File: src/rtl/dmem_arbiter.sv
// dmem_arbiter: shares one data-memory port between the CPU load/store unit
// (port 0) and an auxiliary requester (port 1). Port 0 has default priority,
// port 1 is protected against starvation and may lock the memory for atomic
// sequences. Responses return to the issuing port MEM_LAT cycles after issue.
module dmem_arbiter #(
    parameter int ADDR_W     = 32,
    parameter int DATA_W     = 32,
    parameter int MEM_LAT    = 1,
    parameter int STARVE_MAX = 4
) (
    input  logic              clk,
    input  logic              rst,

    input  logic              req0_valid,
    output logic              req0_ready,
    input  logic              req0_wen,
    input  logic [3:0]        req0_byte_en,
    input  logic [ADDR_W-1:0] req0_addr,
    input  logic [DATA_W-1:0] req0_wdata,
    output logic              rsp0_valid,
    output logic [DATA_W-1:0] rsp0_rdata,

    input  logic              req1_valid,
    output logic              req1_ready,
    input  logic              req1_wen,
    input  logic [3:0]        req1_byte_en,
    input  logic [ADDR_W-1:0] req1_addr,
    input  logic [DATA_W-1:0] req1_wdata,
    input  logic              req1_lock,
    output logic              rsp1_valid,
    output logic [DATA_W-1:0] rsp1_rdata,

    output logic              mem_en,
    output logic              mem_wen,
    output logic [3:0]        mem_byte_en,
    output logic [ADDR_W-1:0] mem_addr,
    output logic [DATA_W-1:0] mem_wdata,
    input  logic [DATA_W-1:0] mem_rdata
);

    typedef enum logic {
        OPEN,
        LOCKED
    } lock_state_t;

    lock_state_t        lock_state;
    logic [3:0]         starve;
    logic               lock_hold;
    logic               starved;
    logic               grant0;
    logic               grant1;

    logic [MEM_LAT-1:0] tag_valid;
    logic [MEM_LAT-1:0] tag_port;
    logic [MEM_LAT-1:0] tag_read;

    // Lock is only honoured while port 1 keeps req1_lock high; dropping it
    // reopens arbitration in the same cycle.
    assign lock_hold = (lock_state == LOCKED) && req1_lock;
    assign starved   = (starve == 4'(STARVE_MAX));

    // Arbitration: lock owner first, then starvation override, then port 0.
    always_comb begin
        grant0 = 1'b0;
        grant1 = 1'b0;
        if (!rst) begin
            if (lock_hold) begin
                grant1 = req1_valid;
            end else if (req1_valid && (starved || !req0_valid)) begin
                grant1 = 1'b1;
            end else begin
                grant0 = req0_valid;
            end
        end
    end

    assign req0_ready = grant0;
    assign req1_ready = grant1;

    // Memory-side mux of the winning request; idle outputs are all zero.
    always_comb begin
        mem_en      = 1'b0;
        mem_wen     = 1'b0;
        mem_byte_en = '0;
        mem_addr    = '0;
        mem_wdata   = '0;
        if (grant0) begin
            mem_en      = 1'b1;
            mem_wen     = req0_wen;
            mem_byte_en = req0_wen ? req0_byte_en : 4'b0000;
            mem_addr    = req0_addr;
            mem_wdata   = req0_wdata;
        end else if (grant1) begin
            mem_en      = 1'b1;
            mem_wen     = req1_wen;
            mem_byte_en = req1_wen ? req1_byte_en : 4'b0000;
            mem_addr    = req1_addr;
            mem_wdata   = req1_wdata;
        end
    end

    // Starvation counter: counts port-1 losses, saturates, clears on grant.
    always_ff @(posedge clk or posedge rst) begin
        if (rst) begin
            starve <= '0;
        end else if (grant1) begin
            starve <= '0;
        end else if (req1_valid && !starved) begin
            starve <= starve + 4'd1;
        end
    end

    // Lock FSM: enter on a locked port-1 grant, leave when the lock drops.
    always_ff @(posedge clk or posedge rst) begin
        if (rst) begin
            lock_state <= OPEN;
        end else begin
            case (lock_state)
                OPEN:    if (grant1 && req1_lock) lock_state <= LOCKED;
                LOCKED:  if (!req1_lock)          lock_state <= OPEN;
                default: lock_state <= OPEN;
            endcase
        end
    end

    // Tag pipeline: one entry per issued access, emerging after MEM_LAT cycles.
    always_ff @(posedge clk or posedge rst) begin
        if (rst) begin
            tag_valid <= '0;
            tag_port  <= '0;
            tag_read  <= '0;
        end else begin
            tag_valid[0] <= mem_en;
            tag_port[0]  <= grant1;
            tag_read[0]  <= mem_en && !mem_wen;
            for (int unsigned i = 1; i < MEM_LAT; i++) begin
                tag_valid[i] <= tag_valid[i-1];
                tag_port[i]  <= tag_port[i-1];
                tag_read[i]  <= tag_read[i-1];
            end
        end
    end

    // Response steering: read data is taken straight from the memory as it
    // arrives, so it is combinational on the registered tag.
    always_comb begin
        rsp0_valid = tag_valid[MEM_LAT-1] && !tag_port[MEM_LAT-1];
        rsp1_valid = tag_valid[MEM_LAT-1] &&  tag_port[MEM_LAT-1];
        rsp0_rdata = (rsp0_valid && tag_read[MEM_LAT-1]) ? mem_rdata : '0;
        rsp1_rdata = (rsp1_valid && tag_read[MEM_LAT-1]) ? mem_rdata : '0;
    end

endmodule

File: config.mk
export PLATFORM = sky130hd
export DESIGN_NAME = dmem_arbiter
export DESIGN_NICKNAME = d
export VERILOG_FILES = /design/src/rtl/dmem_arbiter.sv
export SDC_FILE = /design/constraint.sdc
export NUM_CORES = 1
export LEC_CHECK = 0
export ABC_CLOCK_PERIOD_IN_PS = 1770
export BUFFER_PORTS_ARGS = -buffer_cell sky130_fd_sc_hd__buf_2
export CORE_AREA = 4 4 120 122
export CTS_BUF_LIST = sky130_fd_sc_hd__clkbuf_8
export DETAILED_ROUTE_END_ITERATION = 6
export DIE_AREA = 0 0 124 126
export PLACE_DENSITY = 0.47
export SLEW_MARGIN = 0
export SYNTH_ARGS = -nofsm -noshare
export SYNTH_HDL_FRONTEND = slang
export SYNTH_SLANG_ARGS = --single-unit
File: constraint.sdc
create_clock -name clk -period 1.77 [get_ports clk]
set_input_delay 0.177 -clock clk [delete_from_list [all_inputs] [get_ports clk]]
set_output_delay 0.177 -clock clk [all_outputs]
set_load 0.02 [all_outputs]
# --- Word-level counts from Yosys, hierarchy flattened ---
# Cells that the tools add are included.
totals:
  ff_bits: 8
  inputBits: 175
  out_inout_bits: 138
  word_cells: 48
op_classes:
  addsub: 1
  n_eq_ne: 1
  mux: 25
  bitwise: 1
  n_reduce_logical: 15
ops:
  columns: ["op", "n"]
  rows:
  - ["32-bit 2-to-1 mux", 6]
  - ["4-bit 2-to-1 mux", 6]
  - ["1-bit 2-to-1 mux", 12]
  - ["1-bit logical AND", 9]
  - ["4-bit by 1-bit adder with 4-bit output, second input constant", 1]
  - ["4-bit by 3-bit equality test with 1-bit output, second input constant", 1]
  - ["1-bit logical NOT", 4]
  - ["1-bit one-hot mux with 2 select lines", 1]
  - ["2-bit nonzero test", 1]
  - ["1-bit logical OR", 1]
  - ["1-bit NOT", 1]

# --- Logic depth before layout (Yosys ltp) ---
# Gate-level depths: netlist (run 1).
depth:
  depth_word: 10
  depth_mapped: 7
  ltp_nobuf: 5

# --- Worst setup path before layout (run 1) ---
# OpenSTA, ideal clock, no wires.
synth_timing:
  path_kind: "reg2out"
  startpoint: "register starve[0]"
  endpoint: "output mem_addr[26]"
  t_arrival_ns: 1.562
  t_required_ns: 1.593
  slack_ns: 0.031
  path_stages_with_launch: 7
  path_cell_list: "dfrtp_1 > inv_1 > ha_1 > nand3b_1 > a21oi_4 > buf_2 > a22o_1"
synth_between:
  elab_chain_cells: 8
  word_cells_on_any_way: 11
synth_lines:
  columns: ["item", "line", "source"]
  rows:
  - ["from (decl)", "47", "logic [3:0] starve;"]
  - ["from (signal assigned)", "109", "starve <= starve + 4'd1;"]
  - ["4-bit by 3-bit equality test with 1-bit output", "60", "assign starved = (starve == 4'(STARVE_MAX));"]
  - ["1-bit logical OR", "69", "end else if (req1_valid && (starved || !req0_valid)) begin"]
  - ["1-bit logical AND", "69", null]
  - ["1-bit 2-to-1 mux", "69", null]
  - ["1-bit 2-to-1 mux", "67", "if (lock_hold) begin"]
  - ["1-bit 2-to-1 mux", "66", "if (!rst) begin"]
  - ["net req1_ready", "24", "output logic req1_ready,"]
  - ["32-bit 2-to-1 mux", "93", "end else if (grant1) begin"]
  - ["32-bit 2-to-1 mux", "87", "if (grant0) begin"]
  - ["to (decl)", "36", "output logic [ADDR_W-1:0] mem_addr,"]
# The timed path passes the listed nets, and every way through them passes these cells.

# --- Worst setup path after layout (run 1) ---
layout_timing:
  startpoint: "register starve[1]"
  endpoint: "output mem_wdata[7]"
layout_between:
  elab_chain_cells: 8
  word_cells_on_any_way: 11
layout_lines:
  columns: ["item", "line", "source"]
  rows:
  - ["4-bit by 3-bit equality test with 1-bit output *", "60", null]
  - ["1-bit logical OR *", "69", null]
  - ["1-bit logical AND *", "69", null]
  - ["1-bit 2-to-1 mux", "69", null]
  - ["1-bit 2-to-1 mux", "67", null]
  - ["1-bit 2-to-1 mux", "66", null]
  - ["32-bit 2-to-1 mux", "93", null]
  - ["32-bit 2-to-1 mux *", "87", null]
  - ["to (decl)", "37", "output logic [DATA_W-1:0] mem_wdata,"]
# Every way passes the cells marked *; elsewhere a longest branch is shown, timed or not.

==> results of run 1 <==
==> synthesized netlist by cell type (2+ instances only) <==
library cell	count	share of area [%]
sky130_fd_sc_hd__a22o_1	64	36
sky130_fd_sc_hd__nor2_1	2	0.48
sky130_fd_sc_hd__a21oi_1	4	1.3
sky130_fd_sc_hd__buf_2	12	3.8
sky130_fd_sc_hd__dfrtp_1	8	13
sky130_fd_sc_hd__a211oi_2	2	1.6
sky130_fd_sc_hd__nand2_1	2	0.48
sky130_fd_sc_hd__and2_1	65	26
sky130_fd_sc_hd__buf_4	3	1.4
sky130_fd_sc_hd__clkbuf_1	6	1.4
sky130_fd_sc_hd__inv_1	6	1.4
sky130_fd_sc_hd__ha_1	2	1.6
sky130_fd_sc_hd__a32o_1	4	2.5
sky130_fd_sc_hd__nand3_1	3	0.96
sky130_fd_sc_hd__and3_1	2	0.80
sky130_fd_sc_hd__o21ai_0	3	0.96
==> registers in the layout (all words and copies together) (netlist names) <==
register / cells
tag_read: 1
tag_valid: 1
starve: 4
tag_port: 1
lock_state: 1
==> through the flow <==
step	cell area [um^2]	hold slack [ns]	util, %	setup TNS (ns)	worst slack (ns)
CTS	3970	0.185	30.1	-14.01	-0.242
global route	4000	0.195	30.3	-19.16	-0.326
floorplan	1570	0.00344	-	0	0.0315
finish	4000	0.186	30.3	-13.20	-0.255
detailed placement	3380	0.199	25.6	-1.51	-0.0951
global placement	3380	0.193	25.6	-0.303	-0.0719
==> logic make-up (layout without fill, tap and decap cells) <==
logic type / count (synthesis) / count (layout)
fa+ha+maj: 2 / 2
buf+inv: 28 / 354
compound gates: 81 / 81
flops: 8 / 8
simple gates: 82 / 82
==> final timing paths <==
kind	start	end	slack (ns)	cells after the start
setup / recovery	starve[1]	mem_wdata[7]	-0.25	9
hold / removal	req1_lock	lock_state	0.19	2
setup reg to reg	starve[1]	tag_read	0.06	9
hold reg to reg	lock_state	lock_state	0.51	1
max in group asynchronous	rst	tag_port	0.88	4
min in group asynchronous	rst	lock_state	0.60	4
==> report_power, final <==
| group | internal [mW] | switching (mW) |
|---|---|---|
| clock | 0.148 | 0.0755 |
| sequential | 0.228 | 0.0425 |
| combinational | 0.830 | 0.777 |
==> cell type report <==
| type | instances | area (um^2) | area share (%) |
|---|---|---|---|
| Multi-Input combinational cell | 165 | 1270 | 31.8 |
| Timing Repair Buffer | 345 | 2240 | 56.1 |
| Clock buffer | 3 | 41.3 | 1.03 |
| Tap cell | 176 | 220 | 5.51 |
| Sequential cell | 8 | 200 | 5.01 |
| Inverter | 6 | 22.5 | 0.563 |
==> what timing repair did <==
item                                    in CTS  in global routing
gates cloned                                 6                  0
hold buffers                                 1                  0
hold endpoints to repair                     8                  0
resized for setup                          103                  3
endpoints found under the setup margin      71                 71
pin swaps                                   15                 14
buffers inserted                             8                  4
==> critical path: stages (launching register included) <==
cell                       delay, ns
sky130_fd_sc_hd__dfrtp_1        0.39
sky130_fd_sc_hd__inv_2          0.08
sky130_fd_sc_hd__ha_4           0.14
sky130_fd_sc_hd__nand3b_1       0.14
sky130_fd_sc_hd__a21oi_4        0.20
sky130_fd_sc_hd__buf_8          0.13
sky130_fd_sc_hd__buf_12         0.11
sky130_fd_sc_hd__buf_16         0.11
sky130_fd_sc_hd__a22o_1         0.17
sky130_fd_sc_hd__buf_6          0.13
==> layer usage <==
| metal | up-vias | track usage (%) | share of wire, % |
|---|---|---|---|
| met1 | 1339 | 13.7 | 34 |
| met5 | - | 0 | 0 |
| li1 | 1404 | - | - |
| met3 | 8 | 2.29 | 9.9 |
| met4 | 0 | 1.74 | 0.69 |
| met2 | 207 | 27.3 | 55 |
==> impl_results.md, run 1 <==
- Mean instance size in the synthesized netlist: 7.82 um^2
- Slew of the pin with the lowest slew margin: 0.457 ns
- Synthesis-to-layout area growth: 154%
- CTS max path bufs: 2
- Net count reported at finish: 706
- Most common cell after layout, fill and taps aside: sky130_fd_sc_hd__buf_2
- Hold Crit Class: input pin to flip-flop
- Setup WS post-layout: -0.255 ns
- Required arrival time at the worst endpoint: 1.59 ns
- Routed vias: 2958
- Post-synthesis cell type count: 29
- Post-layout total power: 2.10 mW
- Effective utilization at floorplan: 11.9%
- Post-detailed-routing wire length: 11500 um
- Number of antenna repair diodes: 0
- Die outline area: 15600 um^2
- Synthesized cell area: 1570 um^2
- Clock slew seen by the registers of the worst setup and hold paths: 0.04 ns
- GRT Total Usage: 13.2%
- HPWL reported at the end of detailed placement: 9230 um
- Post-route DRC: 0
- Initial antenna violation count: 0
- Endpoints failing setup: 70
- Horizontal die dimension: 124 um
- Global placement routability congestion: 0.835
- Slew Limit Fails: 0
- Sink count of the clock tree: 8
- Startpoint class of the critical path: flip-flop
- Final worst path period need: 2.02 ns
- Via count of the first global-routing pass: 3120
- WL/cell: 16.4 um
- Fraction of the mapped netlist area in compound gates: 44.7%
- Height of the die: 126 um
- Fill count: 1420
- First drt pass iteration count: 4
- CTS H-Tree Depth: 1
- Worst-skew pair later-pin latency: 0.23 ns
- Detailed Route Iter0 Violations: 65
- Synthesized Nets: 378
- Final number of hold-violating endpoints: 0
- Sequential fraction of the synthesis area: 12.7%
- Highest clock frequency the design can meet: 494 MHz
- Most used flip-flop cell after synthesis: sky130_fd_sc_hd__dfrtp_1
- Maximum fanout encountered on the critical timing path: 7
- Path type of the worst setup path: flip-flop to output pin
- Failing checks: negative setup slack
- Yosys warning count: 0
- Cell count after synthesis: 201
- Clock tree from TritonCTS: yes
- Most frequent cells in the layout: sky130_fd_sc_hd__buf_2 (260), sky130_fd_sc_hd__and2_1 (65), sky130_fd_sc_hd__a22o_1 (62)
- Combinational family with the most area after synthesis: compound AO/OA/AOI/OAI gates
- Antenna-violating nets left: 0
- Worst setup skew after layout: 0.00645 ns
- Top-Level Pins: 313
- Final std cells w/o fill: 703
- Synthesized-area fraction occupied by adder cells: 1.59%
- Global-route wire length before repair: 16200 um
- Kind of capture point of the worst setup path: output pin
- Number of placement rows: 42
- Tightest slew margin relative to the limit: 69.2%
- Pin count of the biggest net entering global routing: 33
- Routed via count divided by cell count: 4.21
- Aggregate global routing overflow: 0
- RSZ-0062 raised after global routing: true
- Multiplexer fraction of the synthesized cell area: 0%
- Static leakage power: 2.38 nW
- Total power density per cell area: 526 nW/um^2
- Max-cap violations: 0
- Clock root buffer master: sky130_fd_sc_hd__clkbuf_8
- Number of placed instances, taps included: 682
- Synthesis-stage register bit count: 8
- Proportion of layout cells with a drive suffix above 1: 68.3%
- Peak supply drop: 0.000245 V
- Share of synthesized cell area in and, or, nand and nor gates: 32.1%
- Number of flops mapped to enable cells by yosys: 0
- Placeable Area: 13200 um^2
- Number of buffers created by CTS: 3
- Xor/xnor share of the synthesized area: 0%
- Status: finished with violations
- Synth async-reset ratio: 100%
- Arrival time reported for the critical path endpoint: 1.85 ns
- Number of buffers added on ports: 312
- Period utilisation layout: 114%
Power figures use the tool's default switching activity.
==> inputs of run 2 (changes only) <==
--- a/config.mk
+++ b/config.mk
@@ -12,6 +12,7 @@
 export DETAILED_ROUTE_END_ITERATION = 6
 export DIE_AREA = 0 0 124 126
 export PLACE_DENSITY = 0.47
+export RECOVER_POWER = 50
 export SLEW_MARGIN = 0
 export SYNTH_ARGS = -nofsm -noshare
 export SYNTH_HDL_FRONTEND = slang
==> impl_results.md, run 2 (synthesized netlist as in run 1, its figures left out) <==
- Sink count of the clock tree: 8
- Most Used Layer, Global Route: met2
- Post-route DRC: 0
- Endpoints failing setup: 70
- Path type of the worst setup path: flip-flop to output pin
- Detailed Route Iter0 Violations: 63
- Slew of the pin with the lowest slew margin: 0.458 ns
- Failing checks: negative setup slack
- GRT Total Usage: 13.2%
- Final worst hold slack: 0.186 ns
- First drt pass iteration count: 4
- Placeable Area: 13200 um^2
- Post-layout utilization of the core: 30.2%
- Maximum fanout encountered on the critical timing path: 7
- Met3 Use GR: 2.29%
- Most frequent cells in the layout: sky130_fd_sc_hd__buf_2 (231), sky130_fd_sc_hd__and2_1 (65), sky130_fd_sc_hd__a22o_1 (62)
- Fill count: 1427
- GRT met1 Usage: 13.7%
- Critical path buffer and inverter count: 5
- Cells along the critical path: inv_2 -> ha_4 -> nand3b_1 -> a21oi_4 -> buf_8 -> buf_12 -> buf_16 -> a22o_1 -> buf_6
- Routed via count divided by cell count: 4.19
- Static leakage power: 2.33 nW
- Highest clock frequency the design can meet: 494 MHz
- Slew Limit Fails: 0
- Net count reported at finish: 706
- Worst setup skew after layout: 0.00645 ns
- Critical path's slowest cell: sky130_fd_sc_hd__dfrtp_1
- Largest register by flop count: starve
- Height of the die: 126 um
- Number of buffers created by CTS: 3
- Effective utilization at floorplan: 11.9%
- Proportion of layout cells with a drive suffix above 1: 66.8%
- CTS max path bufs: 2
- Status: finished with violations
- Number of placement rows: 42
- Clock slew seen by the registers of the worst setup and hold paths: 0.04 ns
- Final number of hold-violating endpoints: 0
- Hold Crit Class: input pin to flip-flop
- Horizontal die dimension: 124 um
- Max-cap violations: 0
- Synthesis-to-layout area growth: 154%
- Worst-skew pair later-pin latency: 0.23 ns
- Clock tree from TritonCTS: yes
- Tightest slew margin relative to the limit: 69.2%
- Required arrival time at the worst endpoint: 1.59 ns
- Antenna-violating nets left: 0
- Pin count of the biggest net entering global routing: 33
- Most common cell after layout, fill and taps aside: sky130_fd_sc_hd__buf_2
- Period utilisation layout: 114%
- CTS H-Tree Depth: 1
- Arrival time reported for the critical path endpoint: 1.85 ns
- Aggregate global routing overflow: 0
- Total power density per cell area: 527 nW/um^2
- Critical path's largest stage delay: 0.39 ns
- Global placement routability congestion: 0.835
- HPWL reported at the end of detailed placement: 9230 um
- Final worst path period need: 2.02 ns
- WL/cell: 16.4 um
- Via count of the first global-routing pass: 3120
- Setup WS post-layout: -0.255 ns
- Kind of capture point of the worst setup path: output pin
- Die outline area: 15600 um^2
- Global-route wire length before repair: 16200 um
- Clock root buffer master: sky130_fd_sc_hd__clkbuf_8
- Top delay family on crit path: buffers and inverters
- Initial antenna violation count: 0
- Number of flip-flops in the largest register: 4
- Number of antenna repair diodes: 0
- Final std cells w/o fill: 703
- Setup Slack @ Placement: -0.0951 ns
- Met2 Resource Use GR: 27.3%
- Routed vias: 2949
- Peak supply drop: 0.000245 V
- Startpoint class of the critical path: flip-flop
- Number of buffers added on ports: 312
- Number of placed instances, taps included: 682
- RSZ-0062 raised after global routing: true
- Top-Level Pins: 313
- Post-detailed-routing wire length: 11500 um
==> run 2: changes by cell type in the layout (fill, tap and decap cells not counted), sizes merged <==
cell,change
clkbuf,+32
buf,-32
==> run 2: final timing paths <==
check / slack (ns) / cells after the start / end / startpoint
max in group asynchronous: 0.86 / 4 / tag_port / rst
worst max register to register: 0.06 / 9 / tag_read / starve[1]
worst min register to register: 0.51 / 1 / lock_state / lock_state
min in group asynchronous: 0.62 / 4 / lock_state / rst
worst min-delay path: 0.19 / 2 / lock_state / req1_lock
worst max-delay path: -0.25 / 9 / mem_wdata[7] / starve[1]
==> run 2: through the flow <==
step / setup TNS, ns / instance area (um^2) / total power, mW
4_1_cts: -14.01 / 3970 / 2.07
3_5_place_dp: -1.51 / 3380 / 1.51
2_1_floorplan: 0 / 1570 / 0.956
6_report: -13.18 / 3990 / 2.10
5_1_grt: -19.16 / 3990 / 2.25
3_3_place_gp: -0.303 / 3380 / 1.51
==> run 2: repair_timing <==
| action | CTS | global route |
|---|---|---|
| hold buffers | 1 | 0 |
| pin swaps | 15 | 14 |
| hold endpoints to repair | 8 | 0 |
| resized for setup | 103 | 3 |
| cloned | 6 | 0 |
| setup endpoints to repair | 71 | 71 |
| setup buffers | 8 | 4 |
==> run 2: routing by layer <==
layer | wire length (um) | vias to the layer above
met3 | 1090 | 8
li1 | - | 1405
met5 | 0 | -
met2 | 6360 | 205
met1 | 3990 | 1331
met4 | 80 | 0
==> run 2: power breakdown <==
part	switching (mW)	total (mW)	leakage [nW]	internal (mW)
sequential	0.0422	0.271	0.104	0.228
combinational	0.778	1.61	2.20	0.828
clock	0.0755	0.223	0.0216	0.148
==> run 2: layout make-up <==
cell class	count	area, um^2	area share (%)
repair buffers	345	2230	55.9
multi-input cells	165	1270	31.9
well taps	176	220	5.53
flip-flops and latches	8	200	5.02
clock buffers	3	41.3	1.04
inverters	6	22.5	0.565
==> run 2: worst register-to-register path, delay by kind of cell (launching register included) <==
family / cells / cell delay [ns]
AND/OR/NAND/NOR: 1 / 0.15
AO/OA/AOI/OAI: 2 / 0.32
flip-flops: 1 / 0.37
adder cells (fa/ha/maj): 1 / 0.16
buffers and inverters: 5 / 0.60
